`config.mk`:
```
export PLATFORM = sky130hd
export DESIGN_NAME = rv_fp_sqrt_seq
export DESIGN_NICKNAME = d
export VERILOG_FILES = /design/src/rtl/rv_fp_sqrt_seq.sv
export SDC_FILE = /design/constraint.sdc
export NUM_CORES = 1
export LEC_CHECK = 0
export ABC_AREA = 1
export BUFFER_PORTS_ARGS = -buffer_cell sky130_fd_sc_hd__buf_2
export CORE_MARGIN = 4
export CORE_UTILIZATION = 55
export CTS_BUF_LIST = sky130_fd_sc_hd__clkbuf_8
export CTS_CLUSTER_SIZE = 40
export DETAILED_ROUTE_END_ITERATION = 8
export GPL_TIMING_DRIVEN = 1
export PLACE_DENSITY = 0.84
export SYNTH_ARGS = -nofsm -noshare
export SYNTH_HDL_FRONTEND = slang
export SYNTH_SLANG_ARGS = --single-unit
```
`constraint.sdc`:
```
create_clock -name clk -period 2.3 [get_ports clk]
set_input_delay 0.345 -clock clk [delete_from_list [all_inputs] [get_ports clk]]
set_output_delay 0.345 -clock clk [all_outputs]
set_load 0.005 [all_outputs]
```
`src/rtl/rv_fp_sqrt_seq.sv`:
```
// rv_fp_sqrt_seq: multi-lane iterative IEEE-754 single-precision square root.
// All lanes share one FSM (IDLE -> CALC -> ROUND -> DONE) and run a radix-2
// restoring digit recurrence in lockstep, one root bit per cycle for 26 cycles.
// Ports:
//   clk, reset (sync, active low)
//   valid_in/ready_in/tag_in/frm/lane_mask/dataa : operation request
//   valid_out/ready_out/result/tag_out            : result handshake
//   has_fflags, fflags_{NV,DZ,OF,UF,NX}           : per-lane exception flags

// Per-lane datapath: operand capture, root recurrence, rounding and packing.
module rv_fp_sqrt_lane #(
  parameter int FRMW = 3
) (
  input  logic            clk,
  input  logic            reset,
  input  logic            load,
  input  logic            step,
  input  logic            fin,
  input  logic [31:0]     a,
  input  logic [FRMW-1:0] rm,
  input  logic            act,
  output logic [31:0]     res,
  output logic            nv,
  output logic            nx
);
  logic [31:0] op;
  logic        act_q;
  logic [51:0] rad;
  logic [27:0] rem;
  logic [25:0] q;

  logic [29:0] rem_sh, trial;
  logic        ge;
  logic [27:0] rem_nx;
  logic [24:0] x25;

  // Odd unbiased exponent <=> even biased exponent: pre-shift the mantissa.
  assign x25    = a[23] ? {1'b0, 1'b1, a[22:0]} : {1'b1, a[22:0], 1'b0};
  assign rem_sh = {rem, rad[51:50]};
  assign trial  = {2'b00, q, 2'b01};
  assign ge     = rem_sh >= trial;
  assign rem_nx = ge ? 28'(rem_sh - trial) : rem_sh[27:0];

  logic [7:0]  e_b;
  logic [8:0]  e_sum;
  logic [7:0]  e_r;
  logic        g, rb, st, up;
  logic [30:0] mag;
  logic [31:0] res_n;
  logic        nv_n, nx_n;

  assign e_b   = op[30:23];
  // (e/2)+127 with e already forced even: (E + 126 + E[0]) >> 1.
  assign e_sum = {1'b0, e_b} + 9'd126 + {8'd0, e_b[0]};
  assign e_r   = e_sum[8:1];
  assign g     = q[1];
  assign rb    = q[0];
  assign st    = |rem;

  always_comb begin
    up = 1'b0;
    case (rm)
      FRMW'(0): up = g & (rb | st | q[2]);
      FRMW'(3): up = g | rb | st;
      FRMW'(4): up = g;
      default:  up = 1'b0;
    endcase
  end

  // Mantissa carry-out ripples into the exponent field naturally.
  assign mag = {e_r, q[24:2]} + 31'(up);

  always_comb begin
    res_n = 32'd0;
    nv_n  = 1'b0;
    nx_n  = 1'b0;
    if (!act_q) begin
      res_n = 32'd0;
    end else if (e_b == 8'hFF && op[22:0] != 23'd0) begin
      res_n = 32'h7FC00000;
      nv_n  = ~op[22];
    end else if (e_b == 8'd0) begin
      res_n = {op[31], 31'd0};            // zero or flushed subnormal
    end else if (op[31]) begin
      res_n = 32'h7FC00000;
      nv_n  = 1'b1;
    end else if (e_b == 8'hFF) begin
      res_n = 32'h7F800000;
    end else begin
      res_n = {1'b0, mag};
      nx_n  = g | rb | st;
    end
  end

  always_ff @(posedge clk) begin
    if (!reset) begin
      op <= '0; act_q <= 1'b0; rad <= '0; rem <= '0; q <= '0;
      res <= '0; nv <= 1'b0; nx <= 1'b0;
    end else begin
      if (load) begin
        op    <= a;
        act_q <= act;
        rad   <= {x25, 27'd0};
        rem   <= '0;
        q     <= '0;
      end else if (step) begin
        rad <= {rad[49:0], 2'b00};
        rem <= rem_nx;
        q   <= {q[24:0], ge};
      end
      if (fin) begin
        res <= res_n;
        nv  <= nv_n;
        nx  <= nx_n;
      end
    end
  end
endmodule

module rv_fp_sqrt_seq #(
  parameter int TAGW          = 2,
  parameter int LANES         = 2,
  parameter int INST_FRM_BITS = 3
) (
  input  logic                     clk,
  input  logic                     reset,
  input  logic                     valid_in,
  output logic                     ready_in,
  input  logic [TAGW-1:0]          tag_in,
  input  logic [INST_FRM_BITS-1:0] frm,
  input  logic [LANES-1:0]         lane_mask,
  input  logic [LANES*32-1:0]      dataa,
  input  logic                     ready_out,
  output logic                     valid_out,
  output logic [LANES*32-1:0]      result,
  output logic [TAGW-1:0]          tag_out,
  output logic                     has_fflags,
  output logic [LANES-1:0]         fflags_NV,
  output logic [LANES-1:0]         fflags_DZ,
  output logic [LANES-1:0]         fflags_OF,
  output logic [LANES-1:0]         fflags_UF,
  output logic [LANES-1:0]         fflags_NX
);
  typedef enum logic [1:0] {IDLE, CALC, ROUND, DONE} state_t;

  state_t                   state, state_n;
  logic [4:0]               cnt;
  logic [TAGW-1:0]          tag_q;
  logic [INST_FRM_BITS-1:0] frm_q;
  logic                     accept, calc_en, round_en;

  assign accept   = (state == IDLE) && valid_in;
  assign calc_en  = (state == CALC);
  assign round_en = (state == ROUND);

  assign has_fflags = 1'b1;
  assign fflags_DZ  = '0;
  assign fflags_OF  = '0;
  assign fflags_UF  = '0;

  always_comb begin
    state_n   = state;
    ready_in  = 1'b0;
    valid_out = 1'b0;
    case (state)
      IDLE: begin
        ready_in = 1'b1;
        if (valid_in) state_n = CALC;
      end
      CALC:  if (cnt == 5'd25) state_n = ROUND;
      ROUND: state_n = DONE;
      DONE: begin
        valid_out = 1'b1;
        if (ready_out) state_n = IDLE;
      end
      default: state_n = IDLE;
    endcase
  end

  always_ff @(posedge clk) begin
    if (!reset) begin
      state   <= IDLE;
      cnt     <= '0;
      tag_q   <= '0;
      frm_q   <= '0;
      tag_out <= '0;
    end else begin
      state <= state_n;
      if (accept) begin
        tag_q <= tag_in;
        frm_q <= frm;
        cnt   <= '0;
      end else if (calc_en) begin
        cnt <= cnt + 5'd1;
      end
      if (round_en) tag_out <= tag_q;
    end
  end

  for (genvar i = 0; i < LANES; i++) begin : g_lane
    rv_fp_sqrt_lane #(.FRMW(INST_FRM_BITS)) u_lane (
      .clk  (clk),
      .reset(reset),
      .load (accept),
      .step (calc_en),
      .fin  (round_en),
      .a    (dataa[32*i +: 32]),
      .rm   (frm_q),
      .act  (lane_mask[i]),
      .res  (result[32*i +: 32]),
      .nv   (fflags_NV[i]),
      .nx   (fflags_NX[i])
    );
  end
endmodule

```
== Yosys cells after proc, flatten, opt, wreduce, memory -nomap -nowiden ==
Index checks and enable logic that the tools add are counted.

* Bits in registers: 306
* Bits in latches: 0
* RAM bits: 0
* Bits in read-only memories: 0
* Bits of input ports: 75
* Output and inout port bits: 79
* Word-level logic and storage cells: 114
* Memories: 0

* Add/subtract/negate cells: 9
* Multiply operators: 0
* Div/mod/pow operators: 0
* Magnitude comparators: 2
* Eq/ne operators: 11
* Shift-type cells: 0
* Multiplexer cells: 44
* Bitwise gates (word level): 13
* Reductions and logical operators: 14

{| class="wikitable"
|+ Operator list
! operator !! count
|-
| $mux W32 || 8
|-
| $mux W52 || 4
|-
| $add A31 B1 Y31 || 2
|-
| $mux W31 || 2
|-
| $ge A30 B28 Y1 || 2
|-
| $mux W28 || 2
|-
| $reduce_or A28 Y1 || 2
|-
| $sub A28 B28 Y28 || 2
|-
| $mux W25 || 2
|-
| $reduce_bool A23 Y1 || 2
|-
| $mux W1 || 20
|-
| $add A8 B7 Y9 const B || 2
|-
| $add A9 B1 Y9 || 2
|-
| $eq A8 B8 Y1 const B || 2
|-
| $logic_not A8 Y1 || 2
|-
| $or A1 B1 Y1 || 8
|-
| $pmux W2 S4 || 1
|-
| $mux W2 || 3
|-
| $pmux W1 S3 || 2
|-
| $add A5 B1 Y5 const B || 1
|-
| $eq A5 B5 Y1 const B || 1
|-
| $eq A2 B2 Y1 const B || 2
|-
| $ne A2 B2 Y1 const B || 2
|-
| $eq A3 B2 Y1 const B || 1
|-
| 11 further kinds || 16
|}

== Logic depth before layout (Yosys ltp) ==
Gate-level depths: netlist of the first run.

* Depth after elaboration: 11
* Gate-level depth with buffers: 19
* Mapped depth without buffers: 19

== By module ==
A second synthesis of the first run with hierarchy kept.

* Cells, all modules: 3007
* Area, all modules: 18836.8 um2

{| class="wikitable"
|+ By module, submodules not included
! module !! instances !! cells each !! area an instance (um2) !! seq. area each (um2)
|-
| rv_fp_sqrt_lane || 2 || 1454 || 9049.9 || 2922.8
|-
| rv_fp_sqrt_seq || 1 || 99 || 737.0 || 280.3
|}

== Worst setup path before layout of the first run ==
OpenSTA, ideal clock, no wires.

* Kind: reg2reg
* From: reg g_lane[0].u_lane.rem[3]
* To: reg g_lane[0].u_lane.res[26]
* Setup time: 0.131 ns
* Arrival: 2.047 ns
* Data required time: 2.169 ns
* Slack: 0.122 ns
* Stages on the path, launching flop included: 20
* Buffers on the path: 0
* Cells stage by stage: dfxtp_1 -> inv_1 -> nand4_1 -> nor4_1 -> nand3_1 -> nand2_1 -> o21ai_0 -> ha_1 -> nand2_1 -> nor2_2 -> nand2_2 -> inv_2 -> nand2_2 -> nor2_4 -> nand2_1 -> nor2_2 -> xnor2_1 -> nand2_1 -> nand2_1 -> a21oi_2

* Word-level cells in the longest chain between the ends: 11

{| class="wikitable"
|+ Ends and longest elaborated chain
! what !! line !! text
|-
| start: declaration || 29 || <nowiki>logic [27:0] rem;</nowiki>
|-
| start signal: assignment || 108 || <nowiki>rem <= rem_nx;</nowiki>
|-
| $reduce_or A28 Y1 * || 58 || <nowiki>assign st = |rem;</nowiki>
|-
| $or A1 B1 Y1 (2 in a row) || 63 || <nowiki>FRMW'(0): up = g & (rb | st | q[2]);</nowiki>
|-
| $and A1 B1 Y1 || 63 ||
|-
| $pmux W1 S3 * || 62 || <nowiki>case (rm)</nowiki>
|-
| $add A31 B1 Y31 * || 71 || <nowiki>assign mag = {e_r, q[24:2]} + 31'(up);</nowiki>
|-
| $mux W31 * || 87 || <nowiki>end else if (e_b == 8'hFF) begin</nowiki>
|-
| $mux W32 * || 84 || <nowiki>end else if (op[31]) begin</nowiki>
|-
| $mux W32 * || 82 || <nowiki>end else if (e_b == 8'd0) begin</nowiki>
|-
| $mux W32 * || 79 || <nowiki>end else if (e_b == 8'hFF && op[22:0] != 23'd0) begin</nowiki>
|-
| $mux W32 * || 77 || <nowiki>if (!act_q) begin</nowiki>
|-
| end signal: assignment || 112 || <nowiki>res <= res_n;</nowiki>
|-
| end: declaration || 22 || <nowiki>output logic [31:0] res,</nowiki>
|}

Mark *: on every way between the ends. The rest lies on a longest branch, timed or not.
A chain may end at the register's enable or synchronous reset.

== Final worst setup path of the first run ==
* From: reg g_lane[0].u_lane.rem[11]
* To: reg g_lane[0].u_lane.res[26]

Same word-level chain as after synthesis.

==> results, run 1 <==
- The placement-stage cell area is 22,100 um^2.
- The number of enable flip-flop cells after synthesis is 0.
- Entering global routing, the biggest net connects 116 pins.
- The routed layout has 22.8k vias.
- The CTS tree is yes.
- The final-report max-slew violation count came to 0.
- The number of DRC markers after the initial detailed-route iteration is 2,452.
- The first-pass detailed-route iteration total is 6.
- The die is 194 um tall.
- The top fanout value on the critical path is 4.
- The clock-pin transition on the worst setup and hold timing paths is 0.06 ns.
- The primary flip-flop cell chosen by synthesis mapping is sky130_fd_sc_hd__dfxtp_1.
- The tightest slew margin relative to the limit is 53.3%.
- By area, the combinational part of the netlist is dominated by simple AND/OR/NAND/NOR gates.
- The die area is 37,700 um^2.
- The number of antenna violations at the first check in global routing was 0.
- The clock tree synthesis step divided the H-tree into 2 levels.
- The remaining antenna violation count is 0.
- The area of the core is 33,900 um^2.
- The share of the Yosys chip area taken by registers is 32.2%.
- In this run, synthesis produced a sequential element count of 306.
- The cell sitting at the root of the clock tree is a sky130_fd_sc_hd__clkbuf_8.
- By startpoint and endpoint, the worst setup path is classified as reg2reg.
- The first global-routing pass estimated 105 mm of wire.
- The number of global-route vias before repair was 21.2k.
- The routed design could run at a clock period as short as 2.62 ns.
- By count the netlist is led by sky130_fd_sc_hd__nand2_1 (987), sky130_fd_sc_hd__inv_1 (440), sky130_fd_sc_hd__dfxtp_1 (306).
- The final critical path takes up 114% of the cycle.
- Setup repair after global routing could not meet its margin everywhere.
- Buffers placed on the I/O ports in this run total 146.
- The most area-hungry cell type in the Yosys netlist is sky130_fd_sc_hd__dfxtp_1.
- Yosys instantiated no cell more often than sky130_fd_sc_hd__nand2_1.
- The layout overhead on the synthesized area is 36.1%.
- The clock arrives with 0.0349 ns of skew.
- After Yosys synthesis, full adders, half adders and majority gates account for 4.73% of the synthesized area.
- The count of inserted antenna diode cells is 0.
- The hold violation count in the final report was 0.
- The smallest hold slack is 0.0215 ns.
- In the routed design, unresolved DRC markers number 0.
- The run finished, with violations left.
- The total routed wirelength is 70.7 mm.
- The fraction of the mapped netlist area in simple logic gates is 35.7%.
- The number of instances in the synthesized netlist is 3,041.
- After synthesis the cells add up to 19,100 um^2.
- The final reports fail on setup timing.
- In the global route stage, overall resource usage came out at 33.1%.
- The worst setup path is launched from a flip-flop.
- The HPWL after detailed placement is 47.6 mm.
- Setup violations remaining at the end of the flow were counted as 84.
- Using the TritonRoute via totals, the vias-per-cell ratio works out to 5.75.
- The net count reported at finish is 3,633.
- The final weighted congestion in routability-driven placement is 1.00.
- Counting distinct cell types in the post-synthesis netlist gives 60.
- The worst hold path class is in2reg.
- The share of post-route cells with drive strength above 1 is 30.3%.
- The longest clock path from root to sink contains 3 buffers.
- The average detailed-routed wire length per instance is 17.8 um.
- The die is 194 um wide.
- The number of placed I/O pins is 154.
- Counting the fill cells in the layout gives 2,469.
- Summing the areas of all compound-gate instances in the mapped netlist gives 13.4% of the synthesized area.
- A synthesized cell averages 6.27 um^2.
- Static timing analysis puts the maximum clock frequency at 381 MHz.
- After routing the design area is 25,900 um^2.
- The number of max-capacitance violations reported is 0.
- The initial core utilization is 56.3%.
- For the worst setup path, the data arrival time is 3.08 ns.
- The number of placement rows is 67.
- Global routing finished with a remaining overflow of 0.
- The measured slew at the worst slew-check pin is 0.700 ns.
- The number of CTS-inserted buffers is 50.
- The tree built by TritonCTS fans out to 306 sinks.
- The number of warnings issued by yosys is 0.
- The post-synthesis async set-or-reset flop share is 0%.
- After Yosys synthesis, XOR and XNOR cells account for 1.79% of the synthesized area.
- The mux share of post-synthesis cell area is 0%.
- The share of the synthesized area in the top cell type is 32.2%.
- Across all setup checks in the final design, the least slack found is -0.324 ns.
- The required arrival time at the worst endpoint is 2.75 ns.
- STA classifies the critical path endpoint as a flip-flop.
- The clock latency on the worst-skew pair is 0.62 ns.
- Yosys attributes the largest share of cell area to sky130_fd_sc_hd__dfxtp_1 (32%), sky130_fd_sc_hd__nand2_1 (19%), sky130_fd_sc_hd__inv_1 (8.7%), sky130_fd_sc_hd__nand3_1 (5.5%), sky130_fd_sc_hd__a21oi_1 (5.2%).
## repair_timing
item                                   4_1_cts  5_1_grt
pin swaps                                   49      161
buffers inserted                            28       39
endpoints found under the hold margin        3        0
gates cloned                                 3        2
resized for setup                          143      425
setup endpoints to repair                  101      117
hold buffers                                 3        0
## routing by layer
metal  track usage (%)  share of wire, %  wire length (um)  vias up
met3              6.38               9.8              6940      323
met5                 0                 0                 0        -
met1              43.7                39             27700    10500
met2              54.1                46             32300     1360
met4              12.3               5.3              3750        0
li1                  -                 -                 -    10600
## flip-flops by register name (all words and copies together) (netlist names)
register,count
g_lane.u_lane.nv,2
g_lane.u_lane.res,64
g_lane.u_lane.nx,2
g_lane.u_lane.rem,56
cnt,5
g_lane.u_lane.op,64
frm_q,3
g_lane.u_lane.act_q,2
g_lane.u_lane.rad,50
tag_out,2
tag_q,2
g_lane.u_lane.q,52
state,2
## path summary, 6_finish.rpt
| path | from | endpoint | slack, ns | cells after the start |
|---|---|---|---|---|
| worst min-delay path | dataa[30] | g_lane[0].u_lane.op[30] | 0.02 | 3 |
| worst max-delay path | g_lane[0].u_lane.rem[11] | g_lane[0].u_lane.res[26] | -0.32 | 19 |
| worst min register to register | g_lane[0].u_lane.res[31] | g_lane[0].u_lane.res[31] | 0.46 | 2 |
| worst max register to register | g_lane[0].u_lane.rem[11] | g_lane[0].u_lane.res[26] | -0.32 | 19 |
## through the flow
stage               std cells  utilization, %  setup TNS [ns]  setup WS (ns)
floorplan                3046               -               0          0.122
global placement         3820            65.4           -6.55         -0.483
detailed placement       3820            65.4          -10.30         -0.582
CTS                      3941            71.1           -2.48         -0.245
global route             3971            76.5          -15.89         -0.368
finish                   3971            76.5          -10.29         -0.324
## area by class of cell
type                    instances  area (um^2)  area share, %
multi-input cells            2169        12600           48.6
flip-flops and latches        306         6190           23.9
repair buffers                507         3740           14.4
inverters                     452         1730           6.66
clock buffers                  61          840           3.24
well taps                     448          561           2.16
clock inverters                28          260           1.00
## worst max-delay path: stages, from the launching register on
cell,delay (ns)
sky130_fd_sc_hd__dfxtp_2,0.33
sky130_fd_sc_hd__inv_2,0.06
sky130_fd_sc_hd__nand4_1,0.25
sky130_fd_sc_hd__nor4_4,0.37
sky130_fd_sc_hd__nand3_1,0.17
sky130_fd_sc_hd__nand2_1,0.12
sky130_fd_sc_hd__o21ai_2,0.07
sky130_fd_sc_hd__ha_2,0.19
sky130_fd_sc_hd__nand2_4,0.07
sky130_fd_sc_hd__nor2_4,0.05
sky130_fd_sc_hd__nand2_2,0.08
sky130_fd_sc_hd__inv_2,0.06
sky130_fd_sc_hd__nand2_4,0.07
sky130_fd_sc_hd__nor2_4,0.05
sky130_fd_sc_hd__nand2_4,0.07
sky130_fd_sc_hd__nor2_4,0.04
sky130_fd_sc_hd__xnor2_1,0.17
sky130_fd_sc_hd__nand2_1,0.09
sky130_fd_sc_hd__nand2_1,0.10
sky130_fd_sc_hd__a21oi_2,0.05
## cell usage in the layout, fill, tap and decap left out, drive strengths merged, types with 4 or more instances in the layout
cell type     n
xnor2         4
a211oi       12
inv         464
buf         504
bufinv        5
clkinv        9
nor2        271
a21oi       207
nor4         15
nand3       216
or2           5
nand4        61
nand3b        6
nand2      1002
o2111ai       6
ha           72
clkbuf       61
o21ai       105
xor2         35
o22ai        28
conb          7
dfxtp       306
a221oi        5
and2          4
o211ai       53
nor3         28
## logic make-up (layout without fill, tap and decap cells)
family | count (synthesis) | count (layout)
AND/OR/NAND/NOR | 1609 | 1612
buffers and inverters | 574 | 1048
AO/OA/AOI/OAI | 439 | 439
flip-flops | 306 | 306
adder cells (fa/ha/maj) | 72 | 72
XOR/XNOR | 39 | 39
other | 2 | 7
Power of run 1 is left out: the tool's default activity adds up to more than one toggle a clock period on the data nets, which glitch-free logic cannot reach.
==> run 2, diff against run 1 <==
==> constraint.sdc (replaced) <==
create_clock -name clk -period 2.2 [get_ports clk]
set_input_delay 0.33 -clock clk [delete_from_list [all_inputs] [get_ports clk]]
set_output_delay 0.33 -clock clk [all_outputs]
set_load 0.005 [all_outputs]
==> run 2 against run 1 <==
The run still ends with setup timing left. Clock skew barely moved. Non-clock buffer count grew 115. Core utilization increased by 6.1 points. Register-to-register slack got worse by 0.17 ns. Critical endpoint is now g_lane[1].u_lane.res[26].
==> results, run 2 (synthesized netlist as in run 1, its figures left out) <==
- The run finished, with violations left.
- The final reports fail on setup timing.
- The cell that appears most often on the critical path is sky130_fd_sc_hd__nand2_1.
- Row generation in the floorplan step produced 67 rows.
- In this run the worst path has a maximum fanout of 5.
- The endpoint of the lowest-slack register-to-register path is g_lane[1].u_lane.res[26].
- The number of placed I/O pins is 154.
- The number of DRC markers after the initial detailed-route iteration is 2,981.
- The number of cells on the worst hold path is 3.
- The number of global-route vias before repair is 22.2k.
- After clock tree synthesis, the clock-pin slew on the worst setup and hold paths is 0.08 ns.
- The top cell types in the final layout, fill and taps aside, are sky130_fd_sc_hd__nand2_1 (802), sky130_fd_sc_hd__inv_1 (380), sky130_fd_sc_hd__buf_4 (371).
- The overall global routing resource usage is 34.9%.
- The required arrival time at the worst endpoint is 2.67 ns.
- The number of sinks driven by the clock tree is 306.
- The vertical extent of the die is 194 um.
- The final weighted congestion in routability-driven placement is 0.996.
- The floorplan step defined a core boundary enclosing 33,900 um^2.
- The type of origin of the critical path is a flip-flop.
- The number of CTS-inserted buffers is 50.
- The final-report max-slew violation count is 0.
- Once detail routing completed, the nets flagged for antenna violations numbered 0.
- Setup repair after global routing could not meet its margin everywhere.
- The share of post-route cells with drive strength above 1 is 37.4%.
- The commonest non-fill, non-tap cell in the layout is sky130_fd_sc_hd__nand2_1.
- Once detailed placement completed, the half-perimeter wirelength came to 48.3 mm.
- The worst hold path belongs to the class in2reg.
- The worst setup skew after layout is 0.0348 ns.
- The number of I/O port buffers is 146.
- The pin count of the biggest net entering global routing is 120.
- For hold timing, the worst endpoint is g_lane[0].u_lane.op[24].
- The initial core utilization is 56.3%.
- The data arrival time at the worst-slack endpoint is 3.17 ns.
- Traced cell by cell, the critical path runs through nor4_1 > nand2_1 > nor2_4 > nand3_2 > nand2_1 > nand2_2 > ha_4 > nand2_4 > nor2_4 > nand4_1 > nor2_2 > nand2_2 > nor2_4 > nand2_1 > nand3_1 > nand2_1 > a21oi_1.
- The net count reported at finish is 3,745.
- No sink is reached through more buffers than the 3 on the longest clock path.
- The delay of the slowest cell on the worst path is 0.44 ns.
- TritonCTS built the clock tree.
- The largest registers in the layout are g_lane.u_lane.op x64, g_lane.u_lane.res x64, g_lane.u_lane.rem x56.
- STA classifies the critical path endpoint as a flip-flop.
- The timing-limited maximum frequency is 371 MHz.
- For the finished layout, the period the worst path requires is 2.70 ns.
- Summed over all layers, the routed wires come to 80.9 mm.
- The hold violation count in the final report is 0.
- After detailed routing, the average wire length per cell comes to 19.8 um.
- The die area is 37,700 um^2.
- After filler insertion, the fill cell instance count of the layout stands at 1,986.
- The worst path uses 123% of the clock period.
- The startpoint identified for the worst hold timing path is dataa[24].
- The aggregate global routing overflow is 0.
- The routed via count is 24.6k.
- Measured against its own limit, the worst slew margin works out to 51.1%.
- The level count of the clock H-tree is 2.
- The master of the slowest instance on the critical path is sky130_fd_sc_hd__nor4_1.
- Adding up every negative setup slack in the final design gives -26.87 ns.
- In this run the register-to-register setup slack is -0.50 ns.
- The first global-routing pass estimated 111 mm of wire.
- The final setup violation count is 117.
- The area growth from synthesis to layout is 46.9%.
- For the worst flop-to-flop path, the logic depth is 17.
- The smallest hold slack is 0.0157 ns.
- Across the run, the number of max-cap violations was 0.
- The worst reg2reg path startpoint is g_lane[1].u_lane.rem[12].
- The tree is rooted in a sky130_fd_sc_hd__clkbuf_8.
- After detailed routing, the number of remaining DRC violations is 0.
- The worst setup path category is reg2reg.
- The post-route worst setup slack is -0.496 ns.
- After detailed routing, the number of vias per cell comes to 6.01.
- The pre-antenna-repair detailed-routing pass consisted of 6 iterations.
- The chip width is 194 um.
- 0 antenna diodes ended up in the layout.
- The number of antenna violations at the first check in global routing is 1.
- The clock latency on the worst-skew pair is 0.64 ns.
- The measured slew at the worst slew-check pin is 0.732 ns.
[run 2: critical path: cells and delay by family (launching register included)]
kind            cells  cell delay [ns]
flops               1             0.34
simple gates       15             1.94
fa+ha+maj           1             0.18
compound gates      1             0.07
[run 2: layout make-up]
| cell class | instances | area (um^2) | share of cell area [%] |
|---|---|---|---|
| Clock inverter | 24 | 183 | 0.653 |
| Sequential cell | 306 | 6220 | 22.2 |
| Inverter | 452 | 1740 | 6.22 |
| Clock buffer | 66 | 908 | 3.24 |
| Timing Repair Buffer | 622 | 4890 | 17.5 |
| Multi-Input combinational cell | 2166 | 13500 | 48.2 |
| Tap cell | 448 | 561 | 2.00 |
[run 2: worst max-delay path by stage]
| stage | endpoint | start | cells after the start | slack, ns |
|---|---|---|---|---|
| 6_report | g_lane[1].u_lane.res[26] | g_lane[1].u_lane.rem[12] | 17 | -0.50 |
| 5_1_grt | g_lane[1].u_lane.res[18] | g_lane[1].u_lane.rem[0] | 18 | -0.53 |
| 4_1_cts | g_lane[0].u_lane.res[23] | g_lane[0].u_lane.rem[8] | 17 | -0.34 |
| 3_5_place_dp | g_lane[0].u_lane.res[23] | g_lane[0].u_lane.rem[9] | 18 | -0.75 |
| 3_3_place_gp | g_lane[0].u_lane.res[23] | g_lane[0].u_lane.rem[10] | 18 | -0.60 |
| 2_1_floorplan | g_lane[0].u_lane.res[26] | g_lane[0].u_lane.rem[3] | 19 | 0.02 |
[run 2: routing by layer]
layer / vias up / wire length (um) / global-route usage (%)
met4: 2 / 5800 / 12.1
met5: - / 20 / 0
li1: 10900 / - / -
met1: 11300 / 29100 / 44.9
met2: 1856 / 37300 / 60.2
met3: 578 / 8710 / 4.99
[run 2: per-stage QoR]
step	worst slack [ns]	utilization, %	area (um^2)	instances
final	-0.496	82.7	28000	4084
after global routing	-0.528	82.7	28000	4084
after CTS	-0.341	76.4	25900	4030
after detailed placement	-0.746	66.4	22500	3865
after global placement	-0.595	66.4	22500	3865
after floorplan	0.0223	-	19100	3046
[run 2: repair_timing]
item,4_1_cts,5_1_grt
setup endpoints to repair,122,177
hold buffers,12,0
endpoints found under the hold margin,12,0
pin swaps,144,214
gates resized for setup,375,506
buffers inserted,60,71
gates cloned,6,2
Power of run 2 is left out for the same reason.
